## src/rtl/boot_pkg.sv

```systemverilog
// Shared types and constants for the boot loader: FSM state encoding and
// byte/nibble geometry of the load stream.
package boot_pkg;

  typedef enum logic [3:0] {
    IDLE,
    S_LEN_LO,
    S_LEN_HI,
    S_DAT_LO,
    S_DAT_HI,
    S_WRITE,
    S_START,
    S_DONE,
    S_ERR
  } boot_state_t;

  localparam int LEN_NIBBLE_MSB = 3;
  localparam int BYTE_W         = 8;

endpackage

```

## src/rtl/boot_loader_byte_pair_assembler.sv

```systemverilog
// Joins a latched low byte with the following byte's low nibble into one
// 12-bit word; shared by the length header and every payload word.
module byte_pair_assembler
  import boot_pkg::*;
#(
  parameter int reg_width = 12
) (
  input  logic                 clk,
  input  logic                 reset,
  input  logic                 lo_en,
  input  logic                 hi_en,
  input  logic [BYTE_W-1:0]    byte_in,
  output logic [reg_width-1:0] word,
  output logic                 word_valid
);

  logic [BYTE_W-1:0] lo_q;
  logic              unused_hi_nibble;

  // NOTE: sequential state uses non-blocking (<=) so every flop samples the
  // pre-edge values; blocking here would create order-dependent simulation.
  always_ff @(posedge clk) begin
    if (reset) lo_q <= '0;
    else if (lo_en) lo_q <= byte_in;
  end

  // The word is formed on the accepting cycle so the FSM can branch on it
  // without an extra cycle; the top registers whatever it keeps.
  assign word       = {byte_in[LEN_NIBBLE_MSB:0], lo_q};
  assign word_valid = hi_en;

  assign unused_hi_nibble = ^byte_in[BYTE_W-1:LEN_NIBBLE_MSB+1];

endmodule

```

## src/rtl/boot_loader.sv

```systemverilog
// Byte-stream program loader: frames a length header plus 12-bit words, writes
// them to instruction memory from address 0, then releases the core.
module boot_loader
  import boot_pkg::*;
#(
  parameter int reg_width = 12,
  parameter int Im_width  = 8
) (
  input  logic                 clk,
  input  logic                 reset,
  input  logic                 load_en,
  input  logic [7:0]           rx_data,
  input  logic                 rx_valid,
  output logic                 rx_ready,
  output logic [Im_width-1:0]  im_addr,
  output logic [reg_width-1:0] im_data,
  output logic                 im_wren,
  output logic                 cpu_reset,
  output logic                 start,
  output logic                 busy,
  output logic                 error
);

  localparam logic [reg_width-1:0] CAPACITY = reg_width'(2 ** Im_width);

  boot_state_t          state;
  logic [Im_width:0]    cnt;
  logic [Im_width:0]    cnt_next;
  logic [reg_width-1:0] len_q;
  logic [reg_width-1:0] word;
  logic                 word_valid;
  logic                 accept;
  logic                 lo_en;
  logic                 hi_en;

  assign accept   = rx_valid & rx_ready;
  assign lo_en    = accept & (state == S_LEN_LO || state == S_DAT_LO);
  assign hi_en    = accept & (state == S_LEN_HI || state == S_DAT_HI);
  assign cnt_next = cnt + (Im_width + 1)'(1);

  byte_pair_assembler #(
    .reg_width(reg_width)
  ) u_assembler (
    .clk       (clk),
    .reset     (reset),
    .lo_en     (lo_en),
    .hi_en     (hi_en),
    .byte_in   (rx_data),
    .word      (word),
    .word_valid(word_valid)
  );

  always_ff @(posedge clk) begin
    if (reset) begin
      state   <= IDLE;
      cnt     <= '0;
      len_q   <= '0;
      im_addr <= '0;
      im_data <= '0;
    end else begin
      case (state)
        IDLE:     if (load_en) state <= S_LEN_LO;
        S_LEN_LO: if (accept) state <= S_LEN_HI;
        S_LEN_HI: begin
          if (word_valid) begin
            len_q <= word;
            if (word == '0) begin
              state <= S_START;
            end else if (word > CAPACITY) begin
              state <= S_ERR;
            end else begin
              cnt   <= '0;
              state <= S_DAT_LO;
            end
          end
        end
        S_DAT_LO: if (accept) state <= S_DAT_HI;
        S_DAT_HI: begin
          if (word_valid) begin
            im_data <= word;
            im_addr <= cnt[Im_width-1:0];
            state   <= S_WRITE;
          end
        end
        S_WRITE: begin
          // Counter is one bit wider than the address so a full-capacity
          // load ends on a count match instead of wrapping to zero.
          cnt <= cnt_next;
          if (reg_width'(cnt_next) == len_q) state <= S_START;
          else state <= S_DAT_LO;
        end
        S_START: state <= S_DONE;
        S_DONE:  if (!load_en) state <= IDLE;
        S_ERR:   state <= S_ERR;
        default: state <= IDLE;
      endcase
    end
  end

  assign rx_ready  = (state == S_LEN_LO) || (state == S_LEN_HI) ||
                     (state == S_DAT_LO) || (state == S_DAT_HI);
  assign busy      = rx_ready || (state == S_WRITE);
  assign im_wren   = (state == S_WRITE);
  assign start     = (state == S_START);
  assign cpu_reset = !((state == S_START) || (state == S_DONE));
  assign error     = (state == S_ERR);

endmodule

```

## config.mk

```make
export PLATFORM = sky130hd
export DESIGN_NAME = boot_loader
export DESIGN_NICKNAME = d
export VERILOG_FILES = /design/src/rtl/boot_pkg.sv /design/src/rtl/boot_loader_byte_pair_assembler.sv /design/src/rtl/boot_loader.sv
export SDC_FILE = /design/constraint.sdc
export NUM_CORES = 1
export LEC_CHECK = 0
export ABC_AREA = 1
export BUFFER_PORTS_ARGS = -buffer_cell sky130_fd_sc_hd__buf_2
export CORE_MARGIN = 8
export CORE_UTILIZATION = 40
export CTS_CLUSTER_SIZE = 10
export DETAILED_ROUTE_END_ITERATION = 7
export SLEW_MARGIN = 20
export SYNTH_ARGS = -nofsm -noshare
export SYNTH_HDL_FRONTEND = slang
export SYNTH_HIERARCHICAL = 1
export SYNTH_SLANG_ARGS = --single-unit
```

## constraint.sdc

```tcl
create_clock -name clk -period 1.52 [get_ports clk]
set_input_delay 0.304 -clock clk [delete_from_list [all_inputs] [get_ports clk]]
set_output_delay 0.304 -clock clk [all_outputs]
set_load 0.05 [all_outputs]
```

==> results list, run 1 <==
- Req. time, crit path: 1220 ps
- Summing the areas of all compound-gate instances in the mapped netlist gives 12.6% of the synthesized area.
* Sequential fraction of the synthesis area: 39.8%
* Number of buffers inserted during clock tree synthesis: 5
* Slew margin rel.: 78.1%
- Counting every instance in the synthesized netlist gives 396.
* Ordered cell list for the critical path: nor2_4 > inv_4 > o21ai_4 > buf_6 > or2_4 > buf_8
* Combined area of all synthesized cells: 2660 um^2
- Nature of the critical path startpoint: flip-flop
- TritonCTS built the clock tree.
- Antenna diode instance count: 0
- Clk Latency, worst-skew pair: 310 ps
- Maximum fanout along the worst path: 4
* Vertical die dimension: 97.6 um
- Static power due to leakage: 1.68 nW
- Dividing the detail-routed via count by the number of cells gives 5.01.
* Fraction of the mapped netlist area in simple logic gates: 35.5%
- The worst setup path is captured at an output pin.
* Post-route insts no fill: 564
* Post-layout power: 3.89 mW
- Detailed-route wire length on metal 1: 3.61 mm
* Multiplexer area fraction after synthesis: 0%
- Number of antenna violations at the first check in global routing: 0
* Internal reg-to-reg setup slack: -230 ps
- Fraction of the cycle the final worst path needs: 117%
- Largest voltage drop on the vdd net: 677 uV
- Number of I/O pins: 38
- The area growth from synthesis to layout is 45.0%.
- The final route contains 2823 vias.
- Clock tree synthesis found a total of 53 sinks.
* Status: finished, violations left
* Wire length of the first global-routing pass: 13.0 mm
- Final Skew: 7.82 ps
* Row cnt: 29
- Final Core Density: 60.5%
- Count of buffers inserted at the top-level ports: 37
* Wire per inst: 14.0 um
* Arithmetic-cell share of the synthesized area counting full adders, half adders and majority gates: 0.470%
* Gr usage total: 16.0%
* Upper clock frequency limit: 563 MHz
- The net count of the finished layout is 499.
- Master of the slowest instance on the critical path: sky130_fd_sc_hd__dfxtp_4
- For this block, the routed nets add up to 7.91 mm of wire.
- Routed wl met2: 3.83 mm
- Horizontal die dimension: 97.6 um
- Placer Congestion: 0.888
- The synthesized netlist devotes 0% of its cell area to XOR and XNOR gates.
* Most common library cell in the layout ignoring fill and taps: sky130_fd_sc_hd__nand2_1
- The hold violation total from the final report came to 0.
* Clk slew on worst S/H paths: 100 ps
- Share of post-route cells with drive strength above 1: 40.7%
- The number of pins exceeding their max-slew limit in the final report was 0.
* Largest stage delay on the critical path: 380 ps
- Before antenna repair, the detailed router went through 4 iterations.
- Dominant combinational cell family by area after synthesis: simple AND/OR/NAND/NOR gates
* Min-delay worst type: primary input to flip-flop
- Number of global-route vias before repair: 2652
- Filler cell count in the final layout: 591
- Total nets after synthesis: 409
- Uppermost metal layer occupied by signal nets: met4
- Setup repair after global routing could not meet its margin everywhere.
- After floorplanning, the core was sized to cover 6390 um^2.
- Die area: 9530 um^2
- Final setup viols: 59
* Number of warnings issued by yosys: 6
* Post-Synthesis Mean Instance Area: 6.73 um^2
- Post-route setup slack: -256 ps
* Failing checks: negative setup slack
- Counting tap cells, the placed design contains a total of 545 instances.
- Clock tree synthesis selected as its root buffer the cell sky130_fd_sc_hd__clkbuf_8.
- The smallest clock period supported by the final layout is computed as 1780 ps.
* Arrival @ worst endpoint: 1470 ps
* Met3 wire length: 392 um
* Hold-fix buffer count after cts: 0
- Number of library cell types mapped by synthesis: 33
* CTS H-Tree Depth: 2
- Remaining number of nets flagged by the antenna check after routing: 0
- Highest-count cells in the layout ignoring fill and taps: sky130_fd_sc_hd__nand2_1, sky130_fd_sc_hd__buf_4, sky130_fd_sc_hd__dfxtp_1, sky130_fd_sc_hd__nor2_1
- Max-cap violations in this run came to 0.
- Remaining DRCs: 0
- Type of the worst setup path: flip-flop to output pin
- The longest clock path from root to sink contains 2 buffers.
* Pin count of the biggest net entering global routing: 41
* Transition time at the pin with the least slew margin: 325 ps
- For this configuration, the core starts out at a cell density of 41.7%.
- Flops & latches, synth: 53
* DP Wirelength: 5.32 mm
- DR iter-0 viols: 114
* Total power divided by cell area: 1010 nW/um^2
- The total overflow left after global routing is 0.
per-stage QoR:
stage / setup TNS, ps / setup slack (ps) / hold slack (ps) / area, um^2
3_3_place_gp: -3910 / -143 / 443 / 3330
5_1_grt: -13900 / -338 / 245 / 3860
2_1_floorplan: -13480 / -314 / 439 / 2750
3_5_place_dp: -5410 / -173 / 448 / 3330
4_1_cts: -6560 / -209 / 247 / 3690
6_report: -8180 / -256 / 258 / 3860
path summary, 6_finish.rpt:
path / from / depth (start not counted) / endpoint
worst max-delay path: state[3] / 6 / busy
worst min-delay path: reset / 2 / state[2]
worst max register to register: state[3] / 11 / cnt[6]
worst min register to register: im_addr[5] / 2 / im_addr[5]
Yosys cell counts:
cell type                  count  area, um^2
sky130_fd_sc_hd__nand2_1      91         342
sky130_fd_sc_hd__nor2_1       57         214
sky130_fd_sc_hd__dfxtp_1      53        1060
sky130_fd_sc_hd__inv_1        43         161
sky130_fd_sc_hd__nand3_1      40         200
sky130_fd_sc_hd__a21oi_1      28         140
sky130_fd_sc_hd__a211oi_1     12        90.1
sky130_fd_sc_hd__clkbuf_1     12        45.0
sky130_fd_sc_hd__nor2_2        6        37.5
sky130_fd_sc_hd__buf_4         5        37.5
sky130_fd_sc_hd__inv_2         5        18.8
sky130_fd_sc_hd__nand2_2       4        25.0
sky130_fd_sc_hd__nand3_2       4        40.0
sky130_fd_sc_hd__nor3_1        4        20.0
sky130_fd_sc_hd__a32oi_1       3        26.3
sky130_fd_sc_hd__clkinv_1      3        11.3
sky130_fd_sc_hd__o21ai_0       3        15.0
sky130_fd_sc_hd__a22oi_1       2        15.0
sky130_fd_sc_hd__buf_2         2        10.0
sky130_fd_sc_hd__buf_6         2        22.5
sky130_fd_sc_hd__nand4_1       2        12.5
sky130_fd_sc_hd__nor2_4        2        22.5
sky130_fd_sc_hd__o21ai_1       2        10.0
sky130_fd_sc_hd__o31ai_1       2        15.0
sky130_fd_sc_hd__a21oi_2       1        8.76
sky130_fd_sc_hd__a31oi_1       1        6.26
sky130_fd_sc_hd__buf_1         1        3.75
sky130_fd_sc_hd__ha_1          1        12.5
sky130_fd_sc_hd__nand2_4       1        11.3
sky130_fd_sc_hd__nand3b_1      1        7.51
sky130_fd_sc_hd__o21ai_2       1        8.76
sky130_fd_sc_hd__or2_0         1        6.26
sky130_fd_sc_hd__or2_2         1        6.26
cell families after synthesis:
kind of cell               after synthesis
AOI/OAI and AO/OA                       55
adders and majority gates                1
buffers and inverters                   73
DFF                                     53
and+or+nand+nor                        214
cell type report:
cell class,instances,area [um^2],area share [%]
Clock buffer,5,68.8,1.78
Tap cell,77,96.3,2.49
Clock inverter,3,46.3,1.20
Inverter,51,206,5.34
Multi-Input combinational cell,271,1580,40.8
Timing Repair Buffer,104,791,20.5
Sequential cell,53,1080,27.9
power by group:
| group | internal [mW] | switching, mW |
|---|---|---|
| Clock | 0.494 | 0.492 |
| Sequential | 1.44 | 0.0565 |
| Combinational | 0.623 | 0.784 |
| Total | 2.56 | 1.33 |
critical path: cells and delay by family, from the launching register on:
family | cells | cell delay (ps)
and+or+nand+nor | 2 | 260
DFF | 1 | 380
AOI/OAI and AO/OA | 1 | 180
buffers and inverters | 3 | 330
timing repair:
| action | in CTS | in global routing |
|---|---|---|
| cloned | 2 | 0 |
| setup buffers | 4 | 7 |
| gates resized for setup | 64 | 40 |
| endpoints found under the setup margin | 59 | 59 |
| pin swaps | 14 | 27 |
sequential cells by signal (all words and copies together), names as in the netlist:
signal and flops:
im_data 12, len_q 12, cnt 9, im_addr 8, u_assembler/lo_q 8, state 4
per-layer routing:
metal | vias up | track usage [%]
li1 | 1446 | -
met1 | 1302 | 20.2
met2 | 67 | 26.5
met3 | 8 | 3.49
met4 | 0 | 4.66
met5 | - | 0
(Power assumes the default switching activity.)
==> run 2: changes to the inputs <==
ABC_AREA = 0   (was 1)
CELL_PAD_IN_SITES_DETAIL_PLACEMENT = 1   (was default)
CELL_PAD_IN_SITES_GLOBAL_PLACEMENT = 2   (was default)
CORE_UTILIZATION = 31   (was 40)
PLACE_DENSITY_LB_ADDON = 0.1   (was default)
==> run 2 against run 1 <==
  * The flow still finishes with violations (negative setup slack)
  * Largest power group is now combinational cells
  * Sequential power is essentially flat
  * Sequential cell count is the same
  * First-iteration DRC count shrank 37%
  * Worst hold slack lost 29 ps
  * Wire length grew 19%
  * Clock skew is essentially flat
  * Non-clock buffer count grew 22
  * Setup slack lost 130 ps
  * Cell count shrank 4.1%
  * Power grew 14%
  * Clock-buffer cell count is the same
==> results list, run 2 <==
* Status: finished, violations left
* Failing checks: negative setup slack
* Number of library cell types mapped by synthesis: 60
* Number of buffer and inverter instances along the worst setup path: 0
* Total wirelength of the detailed-routed design: 9.40 mm
- Final hold analysis gives a worst-case slack of 229 ps.
- The most common cell in the synthesized netlist is sky130_fd_sc_hd__dfxtp_1.
- Data on the critical path arrives at its endpoint at 2150 ps.
- Count of buffers inserted at the top-level ports: 37
- Transition time at the pin with the least slew margin: 451 ps
* Number of I/O pins: 38
- The root buffer cell chosen for the clock tree is sky130_fd_sc_hd__clkbuf_8.
- Total Nets Final: 445
* Multiplexer area fraction after synthesis: 9.73%
- The later pin in the worst-skew pair is clocked with a latency of 310 ps.
* Crit end category: flip-flop
* Wire per inst: 17.4 um
* Synth top area cells: sky130_fd_sc_hd__dfxtp_1, sky130_fd_sc_hd__mux2i_1, sky130_fd_sc_hd__nor2_1
- Sorting the synthesized cells by how often they occur yields sky130_fd_sc_hd__dfxtp_1, sky130_fd_sc_hd__nor2_1, sky130_fd_sc_hd__mux2i_1.
* Top FF cell, synth: sky130_fd_sc_hd__dfxtp_1
- Type of the worst setup path: flip-flop to flip-flop
- Nature of the critical path startpoint: flip-flop
* Wire length of the first global-routing pass: 14.9 mm
- Setup violations remaining at the end of the flow were counted as 50.
- Minimum clock period after layout: 1910 ps
- Registers with the highest flip-flop counts: im_data (12), len_q (12), cnt (9)
- Total nets after synthesis: 342
- In the final layout, the share of cells above drive strength 1 is 43.0%.
* Fraction of the cycle the final worst path needs: 125%
- Number of pins with negative max-slew slack in the final report: 0
- The path class of the tightest hold or removal check is primary input to flip-flop.
- Dominant combinational cell family by area after synthesis: simple AND/OR/NAND/NOR gates
* Number of global-route vias before repair: 2896
- Of the synthesized area, sequential elements account for 38.2%.
- Clk slew on worst S/H paths: 110 ps
- The congestion estimate from routability-driven global placement came to 0.819.
- In this run the worst path has a maximum fanout of 4.
- Post-Synthesis Mean Instance Area: 8.44 um^2
* Setup Slack @ Placement: -453 ps
- CTS tree: built
* XOR/XNOR Fraction of Synth Area: 2.52%
* Static power due to leakage: 1.83 nW
- In this run the power density over the cells is 1070 nW/um^2.
* Placed cell count: 516
- Row cnt: 34
* Remaining number of nets flagged by the antenna check after routing: 0
- The slowest stage of the critical path belongs to the cell sky130_fd_sc_hd__or4b_4.
- Setup repair after global routing could not meet its margin everywhere.
* Req. time, crit path: 1760 ps
- The share of synthesized area in the top cell type comes to 38.2%.
- Number of buffers between clock root and the deepest sink: 2
- Leaving out filler cells and counting taps, the final layout contains 541.
* Max capacitance violation total: 0
* Most common library cell in the layout ignoring fill and taps: sky130_fd_sc_hd__buf_4
* Highest-count cells in the layout ignoring fill and taps: sky130_fd_sc_hd__buf_4, sky130_fd_sc_hd__dfxtp_1, sky130_fd_sc_hd__nor2_1, sky130_fd_sc_hd__buf_2, sky130_fd_sc_hd__mux2i_1
- Number of antenna violations at the first check in global routing: 0
- The pre-antenna-repair detailed-routing pass consisted of 4 iterations.
- The floorplan step set the die width to 111 um.
* Gate count of the mapped netlist: 329
* Accumulated negative setup slack: -6520 ps
* Antenna diode instance count: 0
* Number of warnings issued by yosys: 6
- Summed over all instances, the cell type with the most area after synthesis is sky130_fd_sc_hd__dfxtp_1.
* Final number of hold-violating endpoints: 0
- Pin count of the biggest net entering global routing: 43
- Fraction of the mapped netlist area in simple logic gates: 23.9%
- Flops & latches, synth: 53
* Total grt overflow: 0
- Combined area of all synthesized cells: 2780 um^2
* Share of flip-flops with an asynchronous set or reset after synthesis: 0%
- Die area: 12200 um^2
* Final Skew: 8.32 ps
- Across all layers, the routed design uses 2788 vias.
- Among cell families on the critical path, the largest total delay comes from simple AND/OR/NAND/NOR gates.
- Compound-gate portion of the synthesized area: 17.7%
* Post-route setup slack: -387 ps
* Largest voltage drop on the vdd net: 628 uV
- Measured along the y axis, the die boundary spans 111 um.
* DR iter-0 viols: 72
- Ordered cell list for the critical path: ha_4 > or3b_1 > a211o_1 > nand3_1 > or4b_4 > o211ai_2
- Area inside the core boundary: 8720 um^2
- In this run the tightest slew margin relative to its limit is 69.9%.
- Area growth from synthesis to layout: 49.3%
- The H-tree was split into 2 levels.
* Post-DR vias/cell: 5.15
- Counting flops with a built-in enable in the synthesized netlist gives 0.
* # clock sinks: 53
* Number of buffers inserted during clock tree synthesis: 5
- Largest stage delay on the critical path: 460 ps
- Remaining DRCs: 0
- Arithmetic-cell share of the synthesized area counting full adders, half adders and majority gates: 0.451%
* Starting density of the core: 31.8%
* Filler cell count in the final layout: 1006
* Upper clock frequency limit: 524 MHz
* Post-layout power: 4.44 mW
- DP Wirelength: 6.56 mm
- Gr usage total: 14.4%
## run 2: logic make-up after synthesis
logic type	after synthesis
buffers and inverters	36
flip-flops	53
multiplexers	27
XOR/XNOR	8
AO/OA/AOI/OAI	72
adder cells (fa/ha/maj)	1
AND/OR/NAND/NOR	132
## run 2: area by class of cell
type | instances | area [um^2] | area share, %
inverters | 6 | 35.0 | 0.845
flip-flops and latches | 53 | 1070 | 25.9
well taps | 108 | 135 | 3.26
clock buffers | 5 | 68.8 | 1.66
multi-input cells | 240 | 1770 | 42.7
clock inverters | 3 | 21.3 | 0.513
repair buffers | 126 | 1040 | 25.1
## run 2: routing by layer
layer,track usage (%),vias up,part of all wire (%)
li1,-,1381,-
met1,17.9,1379,47
met2,24.8,22,51
met3,2.71,6,1.9
met4,3.15,0,0.64
met5,0,-,0
## run 2: final timing paths
| path | from | to | slack [ps] | cells after the start |
|---|---|---|---|---|
| setup / recovery | cnt[1] | state[2] | -390 | 6 |
| hold / removal | rx_data[5] | u_assembler/lo_q[5] | 230 | 3 |
| setup reg to reg | cnt[1] | state[2] | -390 | 6 |
| hold reg to reg | len_q[9] | len_q[9] | 470 | 2 |
## run 2: stage by stage
stage	utilization [%]	instance area, um^2
3_5_place_dp	40.8	3560
2_1_floorplan	-	2930
3_3_place_gp	40.8	3560
5_1_grt	47.5	4140
6_report	47.5	4140
4_1_cts	44.7	3900
## run 2: what timing repair did
action	CTS	global route
cloned	1	1
pin swaps	7	7
resized for setup	53	27
setup endpoints to repair	51	56
buffers inserted	3	12
hold buffers	0	0
## run 2: worst min-delay path: cells and delay by family
kind	cells	cell delay [ps]
multiplexers	1	60
AND/OR/NAND/NOR	1	70
buffers and inverters	1	70
## run 2: report_power, final
part,internal (mW),switching (mW)
Sequential,1.46,0.0712
Combinational,1.02,1.04
Clock,0.329,0.511
